===== src/rtl/ifetch_queue.sv =====
// ifetch_queue: sequential instruction fetch with a small prefetch FIFO.
// Issues one word read per cycle while there is room for the reply, captures
// the reply one cycle later, and presents the oldest fetched instruction
// (plus its PC+1) to the IF/ID register. A redirect from EX/MEM flushes
// everything and restarts fetch at the new target.
module ifetch_queue #(
  parameter int DEPTH = 4,
  parameter int CW    = 3
) (
  input  logic          clk,
  input  logic          rst,
  input  logic          redirect,
  input  logic [15:0]   redirect_pc,
  input  logic          stall,
  output logic          imem_req,
  output logic [15:0]   imem_addr,
  input  logic [15:0]   imem_rdata,
  output logic [15:0]   inst_out,
  output logic [15:0]   pc_added_out,
  output logic          inst_valid,
  output logic [CW-1:0] fill_count
);

  localparam int AW = (DEPTH > 1) ? $clog2(DEPTH) : 1;

  // Depth and increment constants at the exact widths they are combined with
  localparam logic [CW:0]   LP_DEPTH   = (CW+1)'(DEPTH);
  localparam logic [AW-1:0] LP_PTR_ONE = AW'(1);
  localparam logic [CW-1:0] LP_CNT_ONE = CW'(1);

  // Fetch-side state: next address to request and the outstanding request
  logic [15:0]   r_fetchPc;
  logic          r_inflight;
  logic [15:0]   r_inflightAddr;

  // Queue storage: instruction word and the PC+1 that travels with it
  logic [15:0]   r_instMem [DEPTH];
  logic [15:0]   r_pcMem   [DEPTH];
  logic [AW-1:0] r_head;
  logic [AW-1:0] r_tail;
  logic [CW-1:0] r_count;

  logic [CW:0]   w_occupancy;
  logic          w_issue;
  logic          w_push;
  logic          w_pop;
  logic          w_notEmpty;

  // Issue / push / pop decisions; a pop this cycle never frees a slot for issue
  always_comb begin
    w_occupancy = {1'b0, r_count} + {{CW{1'b0}}, r_inflight};
    w_notEmpty  = (r_count != '0);
    w_issue     = !rst && !redirect && (w_occupancy < LP_DEPTH);
    w_push      = r_inflight && !redirect;
    w_pop       = w_notEmpty && !stall && !redirect;
  end

  // Outputs read the registered head entry; zeros whenever the queue is empty
  always_comb begin
    imem_req     = w_issue;
    imem_addr    = r_fetchPc;
    inst_valid   = w_notEmpty;
    fill_count   = r_count;
    inst_out     = w_notEmpty ? r_instMem[r_head] : 16'h0000;
    pc_added_out = w_notEmpty ? r_pcMem[r_head]   : 16'h0000;
  end

  // Fetch address sequencing and tracking of the single outstanding request
  always_ff @(posedge clk) begin
    if (rst) begin
      r_fetchPc      <= 16'h0000;
      r_inflight     <= 1'b0;
      r_inflightAddr <= 16'h0000;
    end else if (redirect) begin
      r_fetchPc      <= redirect_pc;
      r_inflight     <= 1'b0;
    end else if (w_issue) begin
      r_inflight     <= 1'b1;
      r_inflightAddr <= r_fetchPc;
      r_fetchPc      <= r_fetchPc + 16'd1;
    end else begin
      r_inflight     <= 1'b0;
    end
  end

  // Queue pointers and occupancy; redirect flushes without popping or pushing
  always_ff @(posedge clk) begin
    if (rst || redirect) begin
      r_head  <= '0;
      r_tail  <= '0;
      r_count <= '0;
    end else begin
      if (w_push) begin
        r_tail <= r_tail + LP_PTR_ONE;
      end
      if (w_pop) begin
        r_head <= r_head + LP_PTR_ONE;
      end
      case ({w_push, w_pop})
        2'b10:   r_count <= r_count + LP_CNT_ONE;
        2'b01:   r_count <= r_count - LP_CNT_ONE;
        default: r_count <= r_count;
      endcase
    end
  end

  // Capture the memory reply at the tail; contents need no reset since the
  // outputs are gated by occupancy
  always_ff @(posedge clk) begin
    if (!rst && w_push) begin
      r_instMem[r_tail] <= imem_rdata;
      r_pcMem[r_tail]   <= r_inflightAddr + 16'd1;
    end
  end

endmodule


===== config.mk =====
export PLATFORM = sky130hd
export DESIGN_NAME = ifetch_queue
export DESIGN_NICKNAME = d
export VERILOG_FILES = /design/src/rtl/ifetch_queue.sv
export SDC_FILE = /design/constraint.sdc
export NUM_CORES = 1
export LEC_CHECK = 0
export CAP_MARGIN = 0
export CORE_MARGIN = 1.5
export CORE_UTILIZATION = 40
export CTS_BUF_LIST = sky130_fd_sc_hd__clkbuf_16
export CTS_CLUSTER_DIAMETER = 120
export DETAILED_ROUTE_END_ITERATION = 7
export GPL_TIMING_DRIVEN = 0
export SYNTH_ARGS = -nofsm -noshare
export SYNTH_HDL_FRONTEND = slang
export SYNTH_SLANG_ARGS = --single-unit

===== constraint.sdc =====
create_clock -name clk -period 3.7 [get_ports clk]
set_input_delay 0.555 -clock clk [delete_from_list [all_inputs] [get_ports clk]]
set_output_delay 0.555 -clock clk [all_outputs]
set_load 0.01 [all_outputs]

Word-level counts from Yosys, hierarchy flattened:

Memories as Yosys holds them, arrays and structs flattened. A register that Yosys moved wholly into a read port is not among the register bits.
Cells that the tools add are included.

* reductions and logical operators: 15
* bitwise logic cells: 1
* div/mod/pow operators: 0
* eq/ne operators: 2
* shift operators: 0
* $lt $le $gt $ge: 1
* $mul: 0
* multiplexer cells: 12
* add/sub/neg operators: 7

Operators with widths (number)
* 16-bit 2-to-1 mux: 4
* 16-bit by 1-bit adder with 16-bit output (second input constant): 2
* 2-bit 2-to-1 mux: 4
* 1-bit logical AND: 6
* 3-bit one-hot mux with 2 select lines: 1
* 2-bit by 1-bit adder with 2-bit output (second input constant): 2
* 3-bit by 1-bit adder with 4-bit output: 1
* 4-bit by 3-bit less-than comparator with 1-bit output (second input constant): 1
* 2-bit nonzero test: 2
* 3-bit by 1-bit adder with 3-bit output (second input constant): 1
* 1-bit zero test: 3
* 1-bit 2-to-1 mux: 3
* 3-bit nonzero test: 1
* 3-bit by 1-bit subtractor with 3-bit output (second input constant): 1
* 2-bit by 1-bit equality test with 1-bit output (second input constant): 1
* 2-bit equality test (second input constant): 1
* 2-bit AND reduction: 1
* 2-bit OR reduction: 1
* 1-bit logical OR: 1
* 1-bit NOT: 1

* memories kept: 2
* word-level logic and storage cells: 46
* memory bits (read-only): 0
* bits in registers: 40
* input bits: 36
* output and inout bits: 53
* latch bits: 0
* RAM bits: 128

Memories
* r_instMem: words 4, bits a word 16, read ports 1, clocked after memory_dff 1, wr ports 1, line 37 `logic [15:0] r_instMem [DEPTH];`
* r_pcMem: words 4, bits a word 16, read ports 1, clocked after memory_dff 1, wr ports 1, line 38 `logic [15:0] r_pcMem [DEPTH];`

Logic depth before layout (Yosys ltp):

Gate-level depths: netlist (run 1).

* depth after elaboration: 5
* mapped depth: 10
* depth with buffers taken out: 8

Worst setup path after synthesis (run 1):

OpenSTA, ideal clock, no wires.

* path type: input to register
* start point: input port redirect
* end point: register r_count[2], in the netlist fill_count[2]
* arrival: 2.519 ns
* path slack: 1.111 ns
* library setup time: 0.070 ns
* cell stages on the path: 10
* cell sequence: clkbuf_1 -> clkinv_1 -> clkbuf_1 -> nand2_1 -> ha_1 -> inv_1 -> fa_1 -> xor2_1 -> or3_1 -> a21oi_1

* longest elaborated chain between the ends: 4

Ends and longest elaborated chain
* start, declared: line 12 `input logic redirect,`
* 1-bit zero test: line 54, 55
* 1-bit logical AND, on equally long branches: line 55, 54
* 2-bit by 1-bit equality test with 1-bit output / 2-bit equality test (equally long branches): line 99 `case ({w_push, w_pop})`
* 3-bit one-hot mux with 2 select lines / 2-bit nonzero test (equally long branches)
* end signal, assigned: line 100 `2'b10: r_count <= r_count + LP_CNT_ONE;`
* end signal, assigned: line 101 `2'b01: r_count <= r_count - LP_CNT_ONE;`
* end signal, assigned: line 102 `default: r_count <= r_count;`
* end, declared: line 41 `logic [CW-1:0] r_count;`

Parallel ways exist; a longest one is shown, timed or not.
A chain may end at the register's enable or synchronous reset.

Final worst setup path (run 1):

Ends and elaborated chain as after synthesis.

==> results_tabular.tex, run 1 <==
\begin{tabular}{lr}
\hline
Metric & Value \\
\hline
\multicolumn{2}{l}{\textbf{Run status}} \\
Result of the run & complete, no violations \\
\multicolumn{2}{l}{\textbf{Global route}} \\
Met3 Usage GRT & 0.04190 \\
Antenna violations before repair & 0 \\
Met2 track demand over resource in global routing & 0.2472 \\
Global routing's busiest layer & met2 \\
Maximum number of pins on one net before global-route repair & 33 \\
Met1 usage in global routing & 0.2016 \\
First-pass GRT wire length & about 21 mm \\
Tot GR Track Use & 0.1517 \\
Total congestion overflow & 0 \\
Number of global-route vias before repair & roughly 4000 \\
\multicolumn{2}{l}{\textbf{Setup path}} \\
Worst Path Max Fanout & 10 \\
R2R cell count & 8 \\
Class of the most critical setup path & in -> reg \\
Critical Path End Type & register \\
Crit path required time & a little over 4 ns \\
Arr. time, crit path & approximately 3.6 ns \\
Register-to-register setup slack & $\sim$1.4 ns \\
Setup crit start kind & primary input \\
Reg2reg end & fill\_count[2] \\
R2r startpoint & fill\_count[0] \\
\multicolumn{2}{l}{\textbf{Run}} \\
Max-cap violation count & 0 \\
\multicolumn{2}{l}{\textbf{Hold path}} \\
Path type of the worst min-delay path & in -> reg \\
Worst Hold Launch & rst \\
Count of cells along the worst hold path & 3 \\
Worst hold endpoint & imem\_addr[13] \\
\multicolumn{2}{l}{\textbf{Logic synthesis}} \\
Fraction of synthesized cell area taken by the top area cell type & 0.5477 \\
Ranking of synthesized cells by area & sky130\_fd\_sc\_hd\_\_edfxtp\_1 55\%, sky130\_fd\_sc\_hd\_\_dfxtp\_1 12\%, sky130\_fd\_sc\_hd\_\_mux4\_2 10\% \\
XOR/XNOR share of the synthesized area & 0.03370 \\
List of most frequent post-synthesis cells & 128 x sky130\_fd\_sc\_hd\_\_edfxtp\_1, 44 x sky130\_fd\_sc\_hd\_\_nand2\_1, 42 x sky130\_fd\_sc\_hd\_\_dfxtp\_1 \\
Fraction of registers with async set or reset after synthesis & 0 \\
Synth warn & 0 \\
Syn nets & between 500 and 600 \\
Synth unique cells & between 40 and 50 \\
Main combinational cell family by area after synthesis & simple AND/OR/NAND/NOR gates \\
Compound-Gate Fraction of Synth Area & 0.03976 \\
Syn Inst Count & 465 \\
Top cell type by total area after synthesis & sky130\_fd\_sc\_hd\_\_edfxtp\_1 \\
Cell with the most instances after synthesis & sky130\_fd\_sc\_hd\_\_edfxtp\_1 \\
Post-synthesis simple-gate area fraction & 0.1132 \\
Mapped cell area & $\sim$7000 µm² \\
Synth Area per Inst & approximately 15 µm² \\
Sequential cell area fraction in the yosys report & 0.6675 \\
Flip-flop and latch count after synthesis & between 150 and 200 \\
Post-synthesis adder-cell area fraction & 0.01533 \\
Ys flop type & sky130\_fd\_sc\_hd\_\_edfxtp\_1 \\
Mux cell area share after synthesis & 0.1070 \\
Number of enable-type register cells in the synthesized netlist & $\sim$130 \\
\multicolumn{2}{l}{\textbf{Timing}} \\
Setup repair after global routing missed its margin & no \\
Clock Skews & 0.008584 ns \\
Final Hold Fails & 0 \\
Setup tns final & 0 ns \\
Worst Tran Pin Value & 0.8876 ns \\
Post-route clock period utilization & 0.8722 \\
Max-slew headroom & 0.4083 \\
Final setup violation count & 0 \\
Shortest clock period the worst path allows after layout & approximately 3.2 ns \\
Max Clock Freq & about 310 MHz \\
Number of pins exceeding their max-slew limit in the final report & 0 \\
\multicolumn{2}{l}{\textbf{Routing}} \\
Count of nets left with antenna violations after detail routing & 0 \\
Total wire length & roughly 13 mm \\
Residual DRC count & 0 \\
Drt initial violations & $\sim$230 \\
Detail-routed via count per cell & 5.032 \\
Pre-antenna DRT Iters & 4 \\
Vias post-DR & between 4000 and 5000 \\
Routed wire length per instance & 16.43 µm \\
\multicolumn{2}{l}{\textbf{Place}} \\
Placed Area & about 8200 µm² \\
I/O Buffers & 87 \\
Final estimated routing congestion in global placement & 0.8014 \\
Post-detail-place hpwl & about 8.7 mm \\
\multicolumn{2}{l}{\textbf{Floorplanning}} \\
Height of the die & about 140 µm \\
Core footprint & 17240 µm² \\
Count of standard-cell rows & between 40 and 50 \\
Chip width & about 140 µm \\
Die area & 18350 µm² \\
Top-level I/O count & around 90 \\
Initial Utilization & 0.4072 \\
\multicolumn{2}{l}{\textbf{Finish}} \\
Count of antenna diodes in the layout & 0 \\
Layout Area Growth over Synthesis & 25.99\% \\
Final core utilization & 0.5130 \\
Fin nets & between 600 and 700 \\
Summed area of non-filler cells in the final layout & 8842 µm² \\
Share of cells above drive strength 1 & 0.1438 \\
\multicolumn{2}{l}{\textbf{Clock tree}} \\
Clock network latency to the later pin of the worst-skew pair & 0.42 ns \\
CTS Buf Count & 17 \\
Buffer cell driving the clock tree root & sky130\_fd\_sc\_hd\_\_clkbuf\_16 \\
Number of levels in the clock H-tree & 4 \\
Num Clock Sinks & 170 \\
Max Buffers Root-to-Sink & 2 \\
CTS tree & built \\
Clock-pin slew of the registers on the worst-case setup and hold paths & roughly 0.060 ns \\
\multicolumn{2}{l}{\textbf{Power and ir drop}} \\
Static Leak & a little under 3 nW \\
Power per cell area & approximately 480 nW/µm² \\
Peak supply drop & 0.0003273 V \\
\hline
\end{tabular}
-- layout make-up --
cell class                      instances  area, µm²
Clock buffer                           17      425.4
Sequential cell                       170       4684
Multi-Input combinational cell        260       2178
Timing Repair Buffer                   87      870.8
Fill cell                            1442       8394
Tap cell                              225      281.5
Inverter                               12      45.04
Buffer                                 23      120.1
Clock inverter                         15      236.5
-- report_power, final --
group	internal (mW)	switching, mW
sequential	2.07	0.0323
combinational	0.100	0.0885
clock	1.21	0.736
total	3.38	0.857
-- routing by layer --
metal  vias to the layer above  part of all wire  wire length (µm)
met2                       113              0.49              6453
li1                       1963                 -                 -
met3                         8             0.050               662
met4                         0            0.0072                96
met1                      1987              0.46              6082
met5                         -                 0                 0
-- logic make-up (layout without fill, tap and decap cells) --
group                    Yosys count  count (layout)
flip-flops                       170             170
AND/OR/NAND/NOR                  147             147
AO/OA/AOI/OAI                     43              43
multiplexers                      35              35
buffers and inverters             35             154
XOR/XNOR                          27              27
adder cells (fa/ha/maj)            8               8
-- worst max-delay path by stage --
stage             startpoint         endpoint  depth (start not counted)
4_1_cts        fill_count[0]  pc_added_out[7]                          4
6_report            redirect    fill_count[2]                         11
3_3_place_gp        redirect    fill_count[2]                         11
2_1_floorplan       redirect    fill_count[2]                         10
3_5_place_dp        redirect    fill_count[2]                         11
5_1_grt             redirect    fill_count[2]                         11
-- state kept, by name (all words and copies together), names as in the netlist, named ones only --
register	count
imem_addr	16
r_inflightAddr	16
r_tail	2
fill_count	3
r_pcMem	64
r_instMem	64
r_head	2
r_inflight	1
-- through the flow --
| stage | hold slack, ns | worst slack, ns | cells | total power, mW |
|---|---|---|---|---|
| final | 0.4374 | 0.4728 | 809 | 4.242 |
| after global routing | 0.4266 | 0.2347 | 809 | 4.375 |
| after global placement | 0.4635 | 0.09430 | 777 | 2.328 |
| after detailed placement | 0.4630 | 0.05896 | 777 | 2.334 |
| after CTS | 0.4192 | 0.1434 | 809 | 4.274 |
| after floorplan | 0.4488 | 1.111 | 465 | 2.223 |
-- critical path, cell delays in order --
cell and delay, ns:
sky130_fd_sc_hd__clkdlybuf4s50_1 0.49, sky130_fd_sc_hd__clkbuf_1 0.42, sky130_fd_sc_hd__clkinv_1 0.37, sky130_fd_sc_hd__clkbuf_1 0.34
sky130_fd_sc_hd__nand2_1 0.14, sky130_fd_sc_hd__ha_1 0.20, sky130_fd_sc_hd__inv_1 0.06, sky130_fd_sc_hd__fa_1 0.37
sky130_fd_sc_hd__xor2_1 0.17, sky130_fd_sc_hd__or3_1 0.31, sky130_fd_sc_hd__a21oi_1 0.14
-- cell usage in the layout (no fill, tap or decap), types with 4 or more instances in the layout --
| cell | Yosys | routed |
|---|---|---|
| sky130_fd_sc_hd__edfxtp_1 | 128 | 128 |
| sky130_fd_sc_hd__clkdlybuf4s50_1 | 0 | 87 |
| sky130_fd_sc_hd__nand2_1 | 44 | 44 |
| sky130_fd_sc_hd__dfxtp_1 | 42 | 42 |
| sky130_fd_sc_hd__mux4_2 | 32 | 32 |
| sky130_fd_sc_hd__nor2b_1 | 32 | 32 |
| sky130_fd_sc_hd__nor2_1 | 22 | 22 |
| sky130_fd_sc_hd__a21oi_1 | 21 | 21 |
| sky130_fd_sc_hd__clkbuf_16 | 0 | 17 |
| sky130_fd_sc_hd__xnor2_1 | 15 | 15 |
| sky130_fd_sc_hd__clkbuf_1 | 12 | 12 |
| sky130_fd_sc_hd__xor2_1 | 12 | 12 |
| sky130_fd_sc_hd__nand3_1 | 11 | 11 |
| sky130_fd_sc_hd__inv_1 | 10 | 10 |
| sky130_fd_sc_hd__a211oi_1 | 7 | 7 |
| sky130_fd_sc_hd__ha_1 | 7 | 7 |
| sky130_fd_sc_hd__nand4_1 | 6 | 6 |
| sky130_fd_sc_hd__or3_1 | 6 | 6 |
| sky130_fd_sc_hd__buf_2 | 5 | 5 |
| sky130_fd_sc_hd__o21ai_0 | 5 | 5 |
| sky130_fd_sc_hd__a311oi_1 | 5 | 5 |
| sky130_fd_sc_hd__inv_6 | 0 | 5 |
| sky130_fd_sc_hd__bufinv_16 | 0 | 5 |
| sky130_fd_sc_hd__and4_1 | 4 | 4 |
| sky130_fd_sc_hd__and3_2 | 0 | 4 |
-- what timing repair did --
item	4_1_cts	5_1_grt
endpoints found under the setup margin	0	9
gates resized for setup	0	1
buffers inserted	0	0
hold buffers	0	0
Power figures use the tool's default switching activity.
==> run 2: changes to the inputs <==
CELL_PAD_IN_SITES_DETAIL_PLACEMENT = 1   (was unset)
CELL_PAD_IN_SITES_GLOBAL_PLACEMENT = 1   (was unset)
CTS_BUF_LIST = sky130_fd_sc_hd__clkbuf_4 sky130_fd_sc_hd__clkbuf_8   (was sky130_fd_sc_hd__clkbuf_16)
PLACE_DENSITY_LB_ADDON = 0.1   (was unset)
==> run 2 against run 1 <==
Compared with the run above: via count grew 2.3%; final cell count grew 0.49%; register-to-register slack lost 0.03 ns; global-route usage grew 2.2 points; sequential cell count is the same; largest power group unchanged; count of clock-buffer cells in the layout is the same; maximum frequency shrank 3.0%; largest cell class unchanged; highest routed layer unchanged; critical path depth shrank 6; setup slack lost 0.10 ns.
==> results_tabular.tex, run 2 (synthesized netlist as in run 1, its figures left out) <==
\begin{tabular}{lr}
\hline
Metric & Value \\
\hline
\multicolumn{2}{l}{\textbf{Timing}} \\
Setup slack after layout & 0.3722 ns (-0.1006 ns) \\
Final Hold Fails & 0 (unchanged) \\
Setup repair after global routing missed its margin & no \\
Max Clock Freq & 300.5 MHz (-3.0\%) \\
Max-slew headroom & 0.5007 (+0.09242) \\
Shortest clock period the worst path allows after layout & 3.328 ns (+0.1006 ns) \\
Setup tns final & 0 ns (unchanged) \\
Number of pins exceeding their max-slew limit in the final report & 0 (unchanged) \\
Post-route clock period utilization & 0.8994 (+0.02719) \\
Clock Skews & 0.01599 ns (+0.007407 ns) \\
Final setup violation count & 0 (unchanged) \\
Worst Tran Pin Value & 0.7449 ns (-0.1427 ns) \\
\multicolumn{2}{l}{\textbf{Place}} \\
Final estimated routing congestion in global placement & 0.7929 (-1.1\%) \\
DP Worst Slack & 0.04880 ns (-0.01016 ns) \\
Placed Area & 8255 µm² (+0.98\%) \\
Post-detail-place hpwl & 10.11 mm (+16\%) \\
I/O Buffers & 87 (unchanged) \\
\multicolumn{2}{l}{\textbf{Finish}} \\
Area of combinational cells with multiple inputs & 2178 µm² (unchanged) \\
Fin nets & 619 (+0.65\%) \\
Count of antenna diodes in the layout & 0 (unchanged) \\
Layout Area Growth over Synthesis & 23.19\% \\
Summed area of non-filler cells in the final layout & 8646 µm² (-2.2\%) \\
Sequential cell area & 4684 µm² (unchanged) \\
Registers with the most flip-flops & r\_instMem x64, r\_pcMem x64 \\
Share of cells above drive strength 1 & 0.1480 (+0.004124) \\
Fill cell total of the finished layout & 1713 (+19\%) \\
Most used cells in the layout excluding fill and tap cells & 128 x sky130\_fd\_sc\_hd\_\_edfxtp\_1, 87 x sky130\_fd\_sc\_hd\_\_clkdlybuf4s50\_1, 44 x sky130\_fd\_sc\_hd\_\_nand2\_1 \\
Most common cell after layout, fill and taps aside & sky130\_fd\_sc\_hd\_\_edfxtp\_1 \\
\multicolumn{2}{l}{\textbf{Floorplanning}} \\
Chip width & 135.5 µm (unchanged) \\
Height of the die & 135.5 µm (unchanged) \\
Die area & 18350 µm² (unchanged) \\
Top-level I/O count & 89 (unchanged) \\
Initial Utilization & 0.4072 (unchanged) \\
Count of standard-cell rows & 48 (unchanged) \\
Core footprint & 17240 µm² (unchanged) \\
\multicolumn{2}{l}{\textbf{Clock tree}} \\
Num Clock Sinks & 170 (unchanged) \\
CTS tree & built \\
Buffer cell driving the clock tree root & sky130\_fd\_sc\_hd\_\_clkbuf\_8 \\
CTS resizes & 1 (+1) \\
Setup repair bufs after CTS & 0 (unchanged) \\
Number of levels in the clock H-tree & 4 (unchanged) \\
CTS Buf Count & 17 (unchanged) \\
Clock network latency to the later pin of the worst-skew pair & 0.45 ns (+0.03 ns) \\
Count of hold-fix buffers inserted at cts & 0 (unchanged) \\
Clock-pin slew of the registers on the worst-case setup and hold paths & 0.09 ns (+0.03 ns) \\
Max Buffers Root-to-Sink & 2 (unchanged) \\
\multicolumn{2}{l}{\textbf{Power and ir drop}} \\
Static Leak & 2.787 nW (-3.6\%) \\
Power per cell area & 410.9 nW/µm² (-14\%) \\
Peak supply drop & 0.0002279 V (-30\%) \\
Total Power Consumption & 3.552 mW (-16\%) \\
\multicolumn{2}{l}{\textbf{Setup path}} \\
Class of the most critical setup path & reg -> out \\
Reg2reg end & fill\_count[2] \\
Crit path required time & 3.14 ns (-0.91 ns) \\
Setup crit start kind & register \\
Register-to-register setup slack & 1.35 ns (-0.03 ns) \\
Capture point of the critical path & pc\_added\_out[2] \\
Critical Path End Type & output pin \\
R2r startpoint & fill\_count[0] \\
Worst Path Max Fanout & 10 (unchanged) \\
Arr. time, crit path & 2.77 ns (-0.81 ns) \\
R2R cell count & 8 (unchanged) \\
\multicolumn{2}{l}{\textbf{Global route}} \\
Antenna violations before repair & 0 (unchanged) \\
Number of global-route vias before repair & 4465 (+12\%) \\
Total congestion overflow & 0 (unchanged) \\
Maximum number of pins on one net before global-route repair & 30 (-9.1\%) \\
First-pass GRT wire length & 23.89 mm (+15\%) \\
Tot GR Track Use & 0.1740 (+0.02230) \\
\multicolumn{2}{l}{\textbf{Hold path}} \\
Path type of the worst min-delay path & in -> reg \\
\multicolumn{2}{l}{\textbf{Routing}} \\
Residual DRC count & 0 (unchanged) \\
Pre-antenna DRT Iters & 5 (+1) \\
Detail-routed via count per cell & 5.124 (+1.8\%) \\
Vias post-DR & 4166 (+2.3\%) \\
Count of nets left with antenna violations after detail routing & 0 (unchanged) \\
Drt initial violations & 205 (-10\%) \\
Routed wire length per instance & 18.11 µm (+10\%) \\
Total wire length & 14.73 mm (+11\%) \\
\multicolumn{2}{l}{\textbf{Run}} \\
Max-cap violation count & 0 (unchanged) \\
\multicolumn{2}{l}{\textbf{Run status}} \\
Result of the run & complete, no violations \\
\hline
\end{tabular}
==> run 2: cell types whose count changed in the layout (fill, tap and decap cells not counted), sizes merged <==
cell	delta
bufinv	-3
buf	+4
clkinvlp	+3
clkinv	+5
inv	-5
==> run 2: how the worst min path moves through the flow <==
stage	slack, ns	end	from	cells after the start
detailed placement	0.47	r_inflightAddr[15]	r_inflightAddr[15]	2
floorplan	0.45	r_inflightAddr[15]	r_inflightAddr[15]	2
global route	0.38	imem_addr[13]	rst	3
global placement	0.46	r_inflightAddr[15]	r_inflightAddr[15]	2
CTS	0.36	imem_addr[13]	rst	3
finish	0.39	imem_addr[13]	rst	3
==> run 2: layout make-up <==
cell class | instances | share of cell area
Buffer | 23 | 0.01389
Sequential cell | 170 | 0.5418
Tap cell | 225 | 0.03256
Multi-Input combinational cell | 260 | 0.2520
Inverter | 12 | 0.005210
Timing Repair Buffer | 91 | 0.1100
Clock inverter | 15 | 0.01751
Clock buffer | 17 | 0.02706
==> run 2: per-stage QoR <==
| stage | utilization | hold WS, ns | std cells |
|---|---|---|---|
| finish | 0.5016 | 0.3947 | 813 |
| global route | 0.5016 | 0.3799 | 813 |
| CTS | 0.5016 | 0.3593 | 813 |
| detailed placement | 0.4789 | 0.4713 | 781 |
| global placement | 0.4740 | 0.4645 | 777 |
| floorplan | - | 0.4488 | 465 |
==> run 2: worst max-delay path, stage by stage, from the launching register on <==
cell and delay, ns:
sky130_fd_sc_hd__dfxtp_1 0.33, sky130_fd_sc_hd__clkbuf_1 0.34, sky130_fd_sc_hd__buf_2 0.43, sky130_fd_sc_hd__mux4_2 0.57
sky130_fd_sc_hd__nor2b_1 0.15, sky130_fd_sc_hd__clkdlybuf4s50_1 0.51
==> run 2: per-layer routing <==
layer,up-vias,wire length (µm),GRT usage
li1,1963,-,-
met1,2076,6645,0.2215
met2,115,7312,0.2948
met3,12,603,0.03367
met4,0,165,0.06750
met5,-,0,0
==> run 2: power breakdown <==
part,switching (mW),internal [mW],leakage (nW)
clock,0.662,0.596,0.178
sequential,0.0337,2.07,1.57
combinational,0.0913,0.102,1.04
total,0.787,2.77,2.79
